`src/rtl/line_mem_ctrl.sv`:
```
// Line refill controller: arbitrates instruction/data line requests and moves
// each 256-bit line as eight 32-bit req/ack beats on the external memory bus.
module line_mem_ctrl #(
   parameter int ADDR_W = 32,
   parameter int BEAT_W = 32
) (
   input  logic                CLK,
   input  logic                RST,
   input  logic                rom_read_op,
   input  logic [ADDR_W-1:0]   rom_addr,
   output logic [8*BEAT_W-1:0] rom_data,
   output logic                rom_ready,
   input  logic                ram_read_op,
   input  logic                ram_write_op,
   input  logic [ADDR_W-1:0]   ram_addr,
   input  logic [8*BEAT_W-1:0] ram_wdata,
   output logic [8*BEAT_W-1:0] ram_rdata,
   output logic                ram_ready,
   output logic                ext_req,
   output logic                ext_we,
   output logic [ADDR_W-1:0]   ext_addr,
   output logic [BEAT_W-1:0]   ext_wdata,
   input  logic [BEAT_W-1:0]   ext_rdata,
   input  logic                ext_ack
);
   localparam int LINE_W = 8*BEAT_W;
   localparam logic [ADDR_W-1:0] LINE_MASK = ADDR_W'(32'h1F);

   typedef enum logic [1:0] {IDLE, XFER, DONE} state_t;

   state_t              state_q, state_d;
   logic [2:0]          cnt_q, cnt_d;
   logic [ADDR_W-1:0]   base_q, base_d;
   logic                we_q, we_d;
   logic                src_ram_q, src_ram_d;
   logic                last_ram_q, last_ram_d;
   logic [LINE_W-1:0]   wline_q, wline_d;
   logic [LINE_W-1:0]   line_q, line_d;
   logic [LINE_W-1:0]   rom_data_q, rom_data_d;
   logic [LINE_W-1:0]   ram_rdata_q, ram_rdata_d;
   logic                rom_ready_q, rom_ready_d;
   logic                ram_ready_q, ram_ready_d;
   logic                take_rom, take_ram;

   // A pending rom request beats ram right after ram was served, so a busy
   // data side cannot starve instruction fetch.
   assign take_rom = rom_read_op && (last_ram_q || !(ram_read_op || ram_write_op));
   assign take_ram = !take_rom && (ram_read_op || ram_write_op);

   always_comb begin
      state_d     = state_q;
      cnt_d       = cnt_q;
      base_d      = base_q;
      we_d        = we_q;
      src_ram_d   = src_ram_q;
      last_ram_d  = last_ram_q;
      wline_d     = wline_q;
      line_d      = line_q;
      rom_data_d  = rom_data_q;
      ram_rdata_d = ram_rdata_q;
      rom_ready_d = 1'b0;
      ram_ready_d = 1'b0;
      unique case (state_q)
         IDLE: begin
            if (take_rom) begin
               state_d   = XFER;
               cnt_d     = 3'd0;
               base_d    = rom_addr & ~LINE_MASK;
               we_d      = 1'b0;
               src_ram_d = 1'b0;
            end else if (take_ram) begin
               state_d   = XFER;
               cnt_d     = 3'd0;
               base_d    = ram_addr & ~LINE_MASK;
               we_d      = ram_write_op;
               src_ram_d = 1'b1;
               wline_d   = ram_wdata;
            end
         end
         XFER: begin
            if (ext_ack) begin
               if (!we_q) line_d[32'(cnt_q)*BEAT_W +: BEAT_W] = ext_rdata;
               cnt_d = cnt_q + 3'd1;
               // Ready and line output are registered on the last ack so both
               // appear together in the DONE cycle.
               if (cnt_q == 3'd7) begin
                  state_d    = DONE;
                  last_ram_d = src_ram_q;
                  if (src_ram_q) ram_ready_d = 1'b1;
                  else           rom_ready_d = 1'b1;
                  if (!we_q) begin
                     if (src_ram_q) ram_rdata_d = line_d;
                     else           rom_data_d  = line_d;
                  end
               end
            end
         end
         DONE:    state_d = IDLE;
         default: state_d = IDLE;
      endcase
   end

   always_ff @(posedge CLK or posedge RST) begin
      if (RST) begin
         state_q     <= IDLE;
         cnt_q       <= 3'd0;
         base_q      <= '0;
         we_q        <= 1'b0;
         src_ram_q   <= 1'b0;
         last_ram_q  <= 1'b0;
         wline_q     <= '0;
         line_q      <= '0;
         rom_data_q  <= '0;
         ram_rdata_q <= '0;
         rom_ready_q <= 1'b0;
         ram_ready_q <= 1'b0;
      end else begin
         state_q     <= state_d;
         cnt_q       <= cnt_d;
         base_q      <= base_d;
         we_q        <= we_d;
         src_ram_q   <= src_ram_d;
         last_ram_q  <= last_ram_d;
         wline_q     <= wline_d;
         line_q      <= line_d;
         rom_data_q  <= rom_data_d;
         ram_rdata_q <= ram_rdata_d;
         rom_ready_q <= rom_ready_d;
         ram_ready_q <= ram_ready_d;
      end
   end

   assign ext_req   = (state_q == XFER);
   assign ext_we    = ext_req && we_q;
   assign ext_addr  = base_q + ADDR_W'({cnt_q, 2'b00});
   assign ext_wdata = wline_q[32'(cnt_q)*BEAT_W +: BEAT_W];
   assign rom_data  = rom_data_q;
   assign ram_rdata = ram_rdata_q;
   assign rom_ready = rom_ready_q;
   assign ram_ready = ram_ready_q;
endmodule

```
`config.mk`:
```
export PLATFORM = sky130hd
export DESIGN_NAME = line_mem_ctrl
export DESIGN_NICKNAME = d
export VERILOG_FILES = /design/src/rtl/line_mem_ctrl.sv
export SDC_FILE = /design/constraint.sdc
export NUM_CORES = 2
export LEC_CHECK = 0
export ABC_AREA = 1
export BUFFER_PORTS_ARGS = -buffer_cell sky130_fd_sc_hd__buf_2
export CAP_MARGIN = 20
export CORE_AREA = 2 2 362 364
export DETAILED_ROUTE_END_ITERATION = 10
export DIE_AREA = 0 0 364 366
export PLACE_DENSITY = 0.56
export SYNTH_ARGS = -nofsm -noshare
export SYNTH_HDL_FRONTEND = slang
export SYNTH_SLANG_ARGS = --single-unit
```
`constraint.sdc`:
```
create_clock -name CLK -period 56.2 [get_ports CLK]
set_input_delay 11.24 -clock CLK [delete_from_list [all_inputs] [get_ports CLK]]
set_output_delay 11.24 -clock CLK [all_outputs]
set_load 0.02 [all_outputs]
```
After elaboration in Yosys (flattened, before gate mapping)

Cells that the tools add are included.

Eq/ne operators: 5
Reductions and logical operators: 18
Add/sub/neg operators: 3
Shifts and indexed selects: 3
Bitwise operators: 3
Muxes and demuxes: 25

Operators with widths:

| cell                                                    | number |
|---|---|
| bitwise mux 256 bit                                     | 1 |
| two-way mux 256 bit                                     | 1 |
| variable shift 32 x 34 -> 256 bit, first input constant | 1 |
| indexed part select 256 x 9 -> 32 bit                   | 1 |
| indexed part select 32 x 34 -> 256 bit                  | 1 |
| two-way mux 32 bit                                      | 2 |
| negator 8 -> 34 bit                                     | 1 |
| adder 32 x 5 -> 32 bit                                  | 1 |
| two-way mux 1 bit                                       | 12 |
| AND reduction 3 bit                                     | 4 |
| AND reduction 5 bit                                     | 2 |
| two-way mux 3 bit                                       | 3 |
| two-way mux 2 bit                                       | 4 |
| one-hot mux 3 bit (2 select lines)                      | 1 |
| inequality test 2 x 1 -> 1 bit, second input constant   | 2 |
| one-hot mux 2 bit (2 select lines)                      | 1 |
| AND reduction 2 bit                                     | 2 |
| nonzero test 2 bit                                      | 2 |
| adder 3 x 1 -> 3 bit, second input constant             | 1 |
| == test 3 bit, second input constant                    | 1 |
| logical AND 1 bit                                       | 3 |
| inequality test 3 bit, second input constant            | 1 |
| inverter 1 bit                                          | 3 |
| == test 2 x 1 -> 1 bit, second input constant           | 1 |
| 3 further kinds                                         | 5 |

Flip-flop bits (word level): 1066
Input bits: 358

Depth between registers and ports, before layout

Word-level depth: 9
Depth in mapped cells: 15

Worst setup path after synthesis

OpenSTA, ideal clock, no wires.

Path type: reg2out
Start: register cnt_q[0]
End: output port ext_wdata[0]
Stages on the path, launching flop included: 9
Path buffers: 3
Slack: 43318 ps
Arrival time: 1642 ps
Required time: 44960 ps
Path through: dfrtp_1 buf_2 inv_2 buf_2 clkbuf_1 nor2_1 o21ai_0 nand2_1 nand2_1

Cells in the longest elaborated chain, start to end: 1

RTL lines:

| element                               | RTL line | source |
|---|---|---|
| from (decl)                           | 32       | `logic [2:0] cnt_q, cnt_d;` |
| from (signal assigned)                | 119      | `cnt_q <= cnt_d;` |
| indexed part select 256 x 9 -> 32 bit | 136      | `assign ext_wdata = wline_q[32'(cnt_q)*BEAT_W +: BEAT_W];` |
| to (decl)                             | 22       | `output logic [BEAT_W-1:0] ext_wdata,` |

No other way between the ends.

Worst setup path after layout

Start: register cnt_q[0]
End: output port ext_wdata[15]

Same word-level chain as after synthesis.

==> flow_metrics.tcl <==
set metrics [dict create \
    netlist_area_um2 47700 \
    nNetsFinal 7145 \
    synth_cell_types 24 \
    min-delay-start "wline_q[197]" \
    yosysMostFrequentCell "nand2_1" \
    via_per_inst 5.18 \
    ant_nets 0 \
    rsz0062_at_grt "no" \
    fin_setup_tns_ns 0 \
    fin_util_pct 44.6 \
    grt_max_degree 206 \
    max_slew_margin_pct 21.7 \
    period_minus_slack_ns 14.75 \
    insertion_delay_ns 0.77 \
    drive_gt1_share_pct 17.6 \
    arrival_ns 3.51 \
    crit_path_frequent_cell "nand2_1" \
    ys_warn_count 0 \
    r2r_slack_ns 50.52 \
    powerDensity_nw_per_um2 58.4 \
    synth-async-reset-ratio_pct 100 \
    cts_sinks 1061 \
    io_pins 938 \
    yosys.area.top_type "dfrtp_1" \
    gp_congestion 0.901 \
    post_drt_wl_per_cell_um 22.8 \
    cts.clk_slew.worst_paths_ns 0.06 \
    portBuffers 925 \
    cts_tree "yes" \
    worst_pin_slew_ns 1.17 \
    multi_input_area_um2 18400 \
    synthCells 6075 \
    grt_antenna_before_repair 60 \
    worstSetupPathType "reg2out" \
    cts_setup_buffers 0 \
    num-fill-cells 13100 \
    slowest_delay_ns 0.74 \
    synthFlopType "dfrtp_1" \
    firstDrtPassIters 6 \
    worstReg2RegEnd "rom_data[89]" \
    vias 44800 \
    crit-reg2reg-launch "cnt_q[0]" \
    worstSetupEndpointType "primary output" \
    drcViolationCount 0 \
    grtUsageTotal_pct 29.1 \
    final_area_um2 57500 \
    maxCapViolations 0 \
    synth_edf_count 0 \
    crit_chain "inv_2 -> buf_4 -> nor2_1 -> o21ai_0 -> nand2_1 -> nand2_1 -> buf_2" \
    die-area_um2 133000 \
    hold_depth 2 \
    grt_pass1_wl_um 288000 \
    critPathRequiredTime_ns 44.96 \
    critPathSlowestCell "buf_4" \
    cts_buffers 116 \
    grt_pass1_vias 42200 \
    reg2regPathDepth 10 \
    synth_top_area_share_pct 55.7 \
    hold_violations 0 \
    synth_area_leaders "dfrtp_1, nand2_1, nand3_1" \
    initial_core_util_pct 37.0 \
    post-route-period-util_pct 26.2 \
    fmax_mhz 67.8 \
    hp-class "reg2reg" \
    drt-initial-drc-count 4624 \
    die_width_um 364 \
    postCtsHoldBufs 0 \
    fp-row-count 132 \
    area_growth_pct 20.5 \
    power.leakage_nw 32.8 \
    drv_slew 0 \
    postCtsResizedCells 0 \
    synth_seq_cells 1061 \
    overflow 0 \
    seqCellArea_um2 26600 \
    clockBufferDepth 3 \
    vdd_drop_max_mv 0.0401 \
    coreArea_um2 129000 \
    ys_seq_area_share_pct 55.7 \
    crit_path_start_kind "flip-flop" \
    die_y_um 366 \
    worstPathMaxFanout 71 \
    hold_end "wline_q[197]" \
    finalSetupViolations 0 \
    cts_root_buffer "clkbuf_16" \
    status "complete, no violations" \
    dp_hpwl_um 132000 \
    routed_wl_um 197000 \
    h-tree-depth 3 \
    avgSynthCellArea_um2 7.85 \
    synthTopCellsByCount "nand2_1, dfrtp_1, nand3_1, inv_1, nor2_1" \
    fin_skew_ns 0.0456 \
    placed_area_um2 53400 \
]
==> cell type report <==
class / count / share of cell area (%)
clock inverters: 41 / 0.918
multi-input cells: 4321 / 32.0
well taps: 1742 / 3.79
flip-flops and latches: 1061 / 46.2
inverters: 299 / 2.01
clock buffers: 169 / 5.96
diodes: 36 / 0.157
repair buffers: 983 / 8.94
==> where the power goes <==
| group | total [mW] | internal (mW) | switching, mW |
|---|---|---|---|
| combinational | 1.35 | 0.359 | 0.988 |
| clock | 0.799 | 0.463 | 0.336 |
| sequential | 1.21 | 1.04 | 0.175 |
| total | 3.36 | 1.86 | 1.50 |
==> metrics by stage <==
step                worst slack [ns]  power, mW  cells  hold slack, ns
finish                         41.45       3.36   8652           0.465
detailed placement             40.66       2.56   8405           0.453
CTS                            41.32       3.37   8615           0.467
global route                   41.00       3.57   8636           0.482
floorplan                      15.09       2.04   6076           0.437
global placement               40.51       2.54   8404           0.449
==> layer usage <==
layer	vias to the layer above	track usage [%]	routed length (um)	share of wire [%]
li1	20700	-	-	-
met1	21800	38.7	81400	41
met2	1899	45.0	88500	45
met3	389	6.22	16700	8.5
met4	24	14.2	10400	5.3
met5	-	0	148	0.075
==> registers in the layout, summed over array words and instances (netlist names) <==
name / count
ram_ready: 1
we_q: 1
cnt_q: 3
src_ram_q: 1
line_q: 256
rom_ready: 1
last_ram_q: 1
ram_rdata: 256
wline_q: 256
base_q: 27
rom_data: 256
state_q: 2
==> placed cells by master, fill, tap and decap left out <==
cell           n
a21oi_1      182
buf_12         3
buf_16         2
buf_2        925
buf_4         53
bufinv_16      9
clkbuf_1      23
clkbuf_16    118
clkbuf_8      28
clkinv_1       1
clkinv_16      3
clkinv_2      22
clkinv_4       1
clkinvlp_4     3
conb_1         2
dfrtp_1     1058
dfrtp_2        1
dfrtp_4        2
diode_2       36
ha_1           4
ha_2           1
inv_1        283
inv_2         10
inv_6          4
inv_8          4
nand2_1     2679
nand2_2        7
nand2_4        1
nand3_1      899
nand3_2        3
nand3b_1       1
nand4_1       10
nor2_1       220
nor2_2         1
nor2_4         5
nor3_4         4
o21ai_0      200
o21ai_1        5
o21ai_4        1
o21bai_1      96
==> cells by family (layout without fill, tap and decap cells) <==
kind of cell / count (synthesis) / in the layout / share of synthesized area, %
other: 1 / 38 / 0.00786
flip-flops: 1061 / 1061 / 55.7
AO/OA/AOI/OAI: 484 / 484 / 5.58
AND/OR/NAND/NOR: 3830 / 3830 / 32.7
adder cells (fa/ha/maj): 5 / 5 / 0.131
buffers and inverters: 694 / 1492 / 5.89
==> worst max-delay path by stage <==
stage                      start             end  slack [ns]  cells past startpoint
floorplan                    RST      base_q[10]       15.09                      1
global placement    ram_write_op     wline_q[40]       40.51                     10
detailed placement           RST  ram_rdata[197]       40.66                      6
CTS                     cnt_q[0]   ext_wdata[15]       41.32                      7
global route                 RST  ram_rdata[206]       41.00                      6
finish                  cnt_q[0]   ext_wdata[15]       41.45                      7
==> worst max-delay path: cells and delay by family, from the launching register on <==
family	cells	cell delay, ns
AOI/OAI and AO/OA	1	0.21
buffers and inverters	3	1.26
and+or+nand+nor	3	0.52
DFF	1	0.73
No activity file was read; power rests on OpenSTA's default activity.
